[src/rtl/mult_cell_arbiter.sv]
// Round-robin sharing of one 2-stage 32x32->64 multiplier cell among NUM_REQ requesters.
// Tracks which requester owns each pipeline stage and returns results in accept order.
`timescale 1ns/1ps

module mult_cell_arbiter #(
    parameter int NUM_REQ = 2,
    parameter int ID_W    = 1
) (
    input  logic                    clk,
    input  logic                    reset_n,
    input  logic [NUM_REQ-1:0]      req_valid,
    output logic [NUM_REQ-1:0]      req_ready,
    input  logic [32*NUM_REQ-1:0]   req_src1,
    input  logic [32*NUM_REQ-1:0]   req_src2,
    input  logic [NUM_REQ-1:0]      req_src1_signed,
    input  logic [NUM_REQ-1:0]      req_src2_signed,
    output logic [NUM_REQ-1:0]      rsp_valid,
    input  logic [NUM_REQ-1:0]      rsp_ready,
    output logic [63:0]             rsp_result,
    output logic [31:0]             mul_src1,
    output logic [31:0]             mul_src2,
    output logic                    mul_src1_signed,
    output logic                    mul_src2_signed,
    output logic                    mul_en0,
    output logic                    mul_en1,
    input  logic [63:0]             mul_result
);

    logic              r_s1_valid;
    logic [ID_W-1:0]   r_s1_id;
    logic              r_s2_valid;
    logic [ID_W-1:0]   r_s2_id;
    logic [ID_W-1:0]   r_rr_ptr;

    logic [NUM_REQ-1:0] w_s2_onehot;
    logic               w_s2_take;
    logic               w_s2_free;
    logic               w_s1_free;
    logic [NUM_REQ-1:0] w_grant;
    logic [ID_W-1:0]    w_grant_id;
    logic               w_found;
    logic [ID_W-1:0]    w_rr_next;

    always_comb begin
        w_s2_onehot = '0;
        for (int i = 0; i < NUM_REQ; i++) begin
            if (r_s2_valid && (r_s2_id == ID_W'(i))) begin
                w_s2_onehot[i] = 1'b1;
            end
        end
    end

    assign w_s2_take = r_s2_valid & (|(rsp_ready & w_s2_onehot));
    assign w_s2_free = ~r_s2_valid | w_s2_take;
    assign mul_en1   = r_s1_valid & w_s2_free;
    assign w_s1_free = ~r_s1_valid | mul_en1;

    // Two passes implement the circular search starting at r_rr_ptr without a variable rotate;
    // gating with reset_n keeps req_ready low while reset is held.
    always_comb begin
        w_grant    = '0;
        w_grant_id = '0;
        w_found    = 1'b0;
        if (w_s1_free && reset_n) begin
            for (int i = 0; i < NUM_REQ; i++) begin
                if (!w_found && req_valid[i] && (ID_W'(i) >= r_rr_ptr)) begin
                    w_found    = 1'b1;
                    w_grant[i] = 1'b1;
                    w_grant_id = ID_W'(i);
                end
            end
            for (int i = 0; i < NUM_REQ; i++) begin
                if (!w_found && req_valid[i] && (ID_W'(i) < r_rr_ptr)) begin
                    w_found    = 1'b1;
                    w_grant[i] = 1'b1;
                    w_grant_id = ID_W'(i);
                end
            end
        end
    end

    assign req_ready = w_grant;
    assign mul_en0   = w_found;
    assign w_rr_next = (w_grant_id == ID_W'(NUM_REQ - 1)) ? '0 : w_grant_id + 1'b1;

    always_comb begin
        mul_src1        = '0;
        mul_src2        = '0;
        mul_src1_signed = 1'b0;
        mul_src2_signed = 1'b0;
        for (int i = 0; i < NUM_REQ; i++) begin
            if (w_grant[i]) begin
                mul_src1        = req_src1[32*i +: 32];
                mul_src2        = req_src2[32*i +: 32];
                mul_src1_signed = req_src1_signed[i];
                mul_src2_signed = req_src2_signed[i];
            end
        end
    end

    always_ff @(posedge clk or negedge reset_n) begin
        if (!reset_n) begin
            r_s1_valid <= 1'b0;
            r_s1_id    <= '0;
            r_s2_valid <= 1'b0;
            r_s2_id    <= '0;
            r_rr_ptr   <= '0;
        end else begin
            if (w_found) begin
                r_rr_ptr   <= w_rr_next;
                r_s1_valid <= 1'b1;
                r_s1_id    <= w_grant_id;
            end else if (mul_en1) begin
                r_s1_valid <= 1'b0;
            end
            if (mul_en1) begin
                r_s2_valid <= 1'b1;
                r_s2_id    <= r_s1_id;
            end else if (w_s2_take) begin
                r_s2_valid <= 1'b0;
            end
        end
    end

    assign rsp_valid  = w_s2_onehot;
    assign rsp_result = r_s2_valid ? mul_result : 64'd0;

endmodule
[config.mk]
export PLATFORM = sky130hd
export DESIGN_NAME = mult_cell_arbiter
export DESIGN_NICKNAME = d
export VERILOG_FILES = /design/src/rtl/mult_cell_arbiter.sv
export SDC_FILE = /design/constraint.sdc
export NUM_CORES = 1
export LEC_CHECK = 0
export ABC_AREA = 1
export CORE_AREA = 3 3 130 132
export DETAILED_ROUTE_END_ITERATION = 8
export DIE_AREA = 0 0 133 135
export SETUP_SLACK_MARGIN = 0.2
export SYNTH_ARGS = -nofsm -noshare
export SYNTH_HDL_FRONTEND = slang
export SYNTH_SLANG_ARGS = --single-unit
[constraint.sdc]
create_clock -name clk -period 1.95 [get_ports clk]
set_input_delay 0.39 -clock clk [delete_from_list [all_inputs] [get_ports clk]]
set_output_delay 0.39 -clock clk [all_outputs]
set_load 0.02 [all_outputs]
==> results.json <==
{
  "clkTransAtPathRegs_ps": 30,
  "setup_viol_count_final": 69,
  "power_density_nw_per_um2": 884,
  "drc_errors": 0,
  "place_ws_ps": -787,
  "hpwl_um": 11900,
  "htreeDepth": 1,
  "maxSlewHeadroom_pct": 82.4,
  "startpoint_type": "register",
  "grt_pass1_vias": 4395,
  "critPathArrivalTime_ps": 1830,
  "rsz0062_at_grt": "yes",
  "vias_per_cell": 4.44,
  "rows": 46,
  "die_w_um": 133,
  "first_pass_iters": 4,
  "ys_seq_area_share_pct": 6.13,
  "regToRegSetupSlack_ps": -270,
  "fin_hold_ws_ps": 438,
  "clockRootBuffer": "clkbuf_16",
  "reg2reg_depth": 15,
  "synthCells": 414,
  "slew_viol_final": 0,
  "die_area_sq_um": 18000,
  "drt_iter0_drc": 141,
  "initial_core_util_pct": 12.9,
  "netlist_top_cells_area": "nand4_1 (40%), nand2_1 (26%), inv_1 (14%)",
  "final_common_cell": "clkdlybuf4s50_1",
  "cp-end-kind": "output pin",
  "grt_remaining_overflow": 0,
  "worstMarginPinSlew_ps": 264,
  "path_class": "register to output pin",
  "p_leak_nw": 3.89,
  "violations": "negative setup slack",
  "clk_latency_ps": 230,
  "synth_top_cell_area_share_pct": 40.5,
  "synthesis.nets": 616,
  "wirelength_um": 18000,
  "ir_drop_uv": 527,
  "skew_ps": 1.26,
  "dieHeight_um": 135,
  "grt_max_degree": 61,
  "vias": 4556,
  "layout_common_cells": "clkdlybuf4s50_1 (196), nand4_1 (132), buf_6 (132)",
  "core_area_sq_um": 15800,
  "top_level_ports": 338,
  "cts_sinks": 5,
  "grt_pass1_wl_um": 25300,
  "layout-drive-gt1-share_pct": 42.8,
  "gr-usage-all-layers_pct": 17.7,
  "postPlaceCellArea_sq_um": 5860,
  "period_share_pct": 114,
  "final_util_pct": 47.9,
  "finish.instance_area_sq_um": 7570,
  "hp-class": "input pin to async pin",
  "required_ps": 1560,
  "fin_crit_ps": 2220,
  "clock_path_buffers": 2,
  "synth.distinct_cells": 14,
  "cts_buffers": 3,
  "wl_per_cell_um": 17.6,
  "max_cap_violations": 0,
  "fin_ws_ps": -272,
  "rr_startpoint": "r_s2_id$_DFFE_PN0P_",
  "tritoncts": "done",
  "netlist_area_sq_um": 2040,
  "ys_ff_latch": 5,
  "r2r_end": "r_s2_valid$_DFFE_PN0P_",
  "yosysWarnings": 0,
  "yosysTopAreaCell": "nand4_1",
  "ant_nets": 0,
  "num-nets-final": 1012,
  "antenna_found_initial": 0,
  "place.gp.congestion": 0.796,
  "port_buffers": 337,
  "syn_area_per_cell_sq_um": 4.93,
  "finalSetupTns_ps": -7590,
  "n_antenna_cell": 0,
  "cp_max_fo": 6,
  "max_freq_mhz": 450,
  "syn2layout_area_growth_pct": 271,
  "run_status": "finished with violations",
  "hold_viol": 0
}
## cell families after synthesis
family	count (synthesis)	synth area share (%)
AOI/OAI and AO/OA	2	0.490
and+or+nand+nor	282	68.5
buffers and inverters	125	24.8
DFF	5	6.13
## state kept, by name, summed over array words and instances (netlist names)
name and flops:
r_rr_ptr 1, r_s1_id 1, r_s1_valid 1, r_s2_id 1, r_s2_valid 1
## metrics by stage
step	total power, mW	instances
after floorplan	1.96	414
after global placement	4.14	945
after detailed placement	4.13	945
after CTS	5.59	1011
after global routing	7.03	1025
final	6.70	1025
## area by class of cell
class / count / area (sq um)
flip-flops and latches: 5 / 128
repair buffers: 441 / 4990
fillers: 1526 / 8250
multi-input cells: 284 / 1810
inverters: 75 / 297
well taps: 216 / 270
clock buffers: 4 / 78.8
## critical path, cell delays in order (launching register included)
cell and delay [ps]:
dfrtp_1 420, inv_2 100, nand3_4 90, nand2_4 100, nand2_8 100, buf_16 160
buf_12 130, buf_8 130, buf_6 110, nand4_1 60, nand2_1 70, buf_6 130
## power breakdown
part / switching, mW / internal, mW / total [mW]
logic: 2.92 / 3.23 / 6.16
clock network: 0.0672 / 0.271 / 0.338
registers: 0.0589 / 0.146 / 0.205
## layer usage
metal | vias up | track usage [%] | wire length [um]
li1 | 2196 | - | -
met1 | 2088 | 20.4 | 6750
met2 | 243 | 32.7 | 9240
met3 | 29 | 3.95 | 1370
met4 | 0 | 4.91 | 653
met5 | - | 0 | 0
## repair_timing
action	CTS	global route
endpoints found under the setup margin	130	108
hold endpoints to repair	0	0
hold buffers	0	0
pin swaps	32	52
gates resized for setup	630	291
setup buffers	49	8
cloned	13	6
## Yosys cell counts (all sizes together)
cell      n
nand4   132
nor2      3
dfrtp     5
a21oi     1
buf      34
o21ai     1
clkbuf   16
nand2   141
nand3     6
inv      75
## how the worst max path moves through the flow
stage,start,endpoint,slack [ps],cells after the start
after CTS,r_s2_id$_DFFE_PN0P_,mul_src2[22],-280,11
after global routing,r_s2_id$_DFFE_PN0P_,mul_src2[22],-340,11
after floorplan,req_valid[0],mul_src1[22],250,7
after global placement,rsp_ready[1],req_ready[1],-780,10
after detailed placement,rsp_ready[1],mul_src1[1],-790,10
final,r_s2_id$_DFFE_PN0P_,mul_src2[22],-270,11
(Power assumes the default switching activity.)
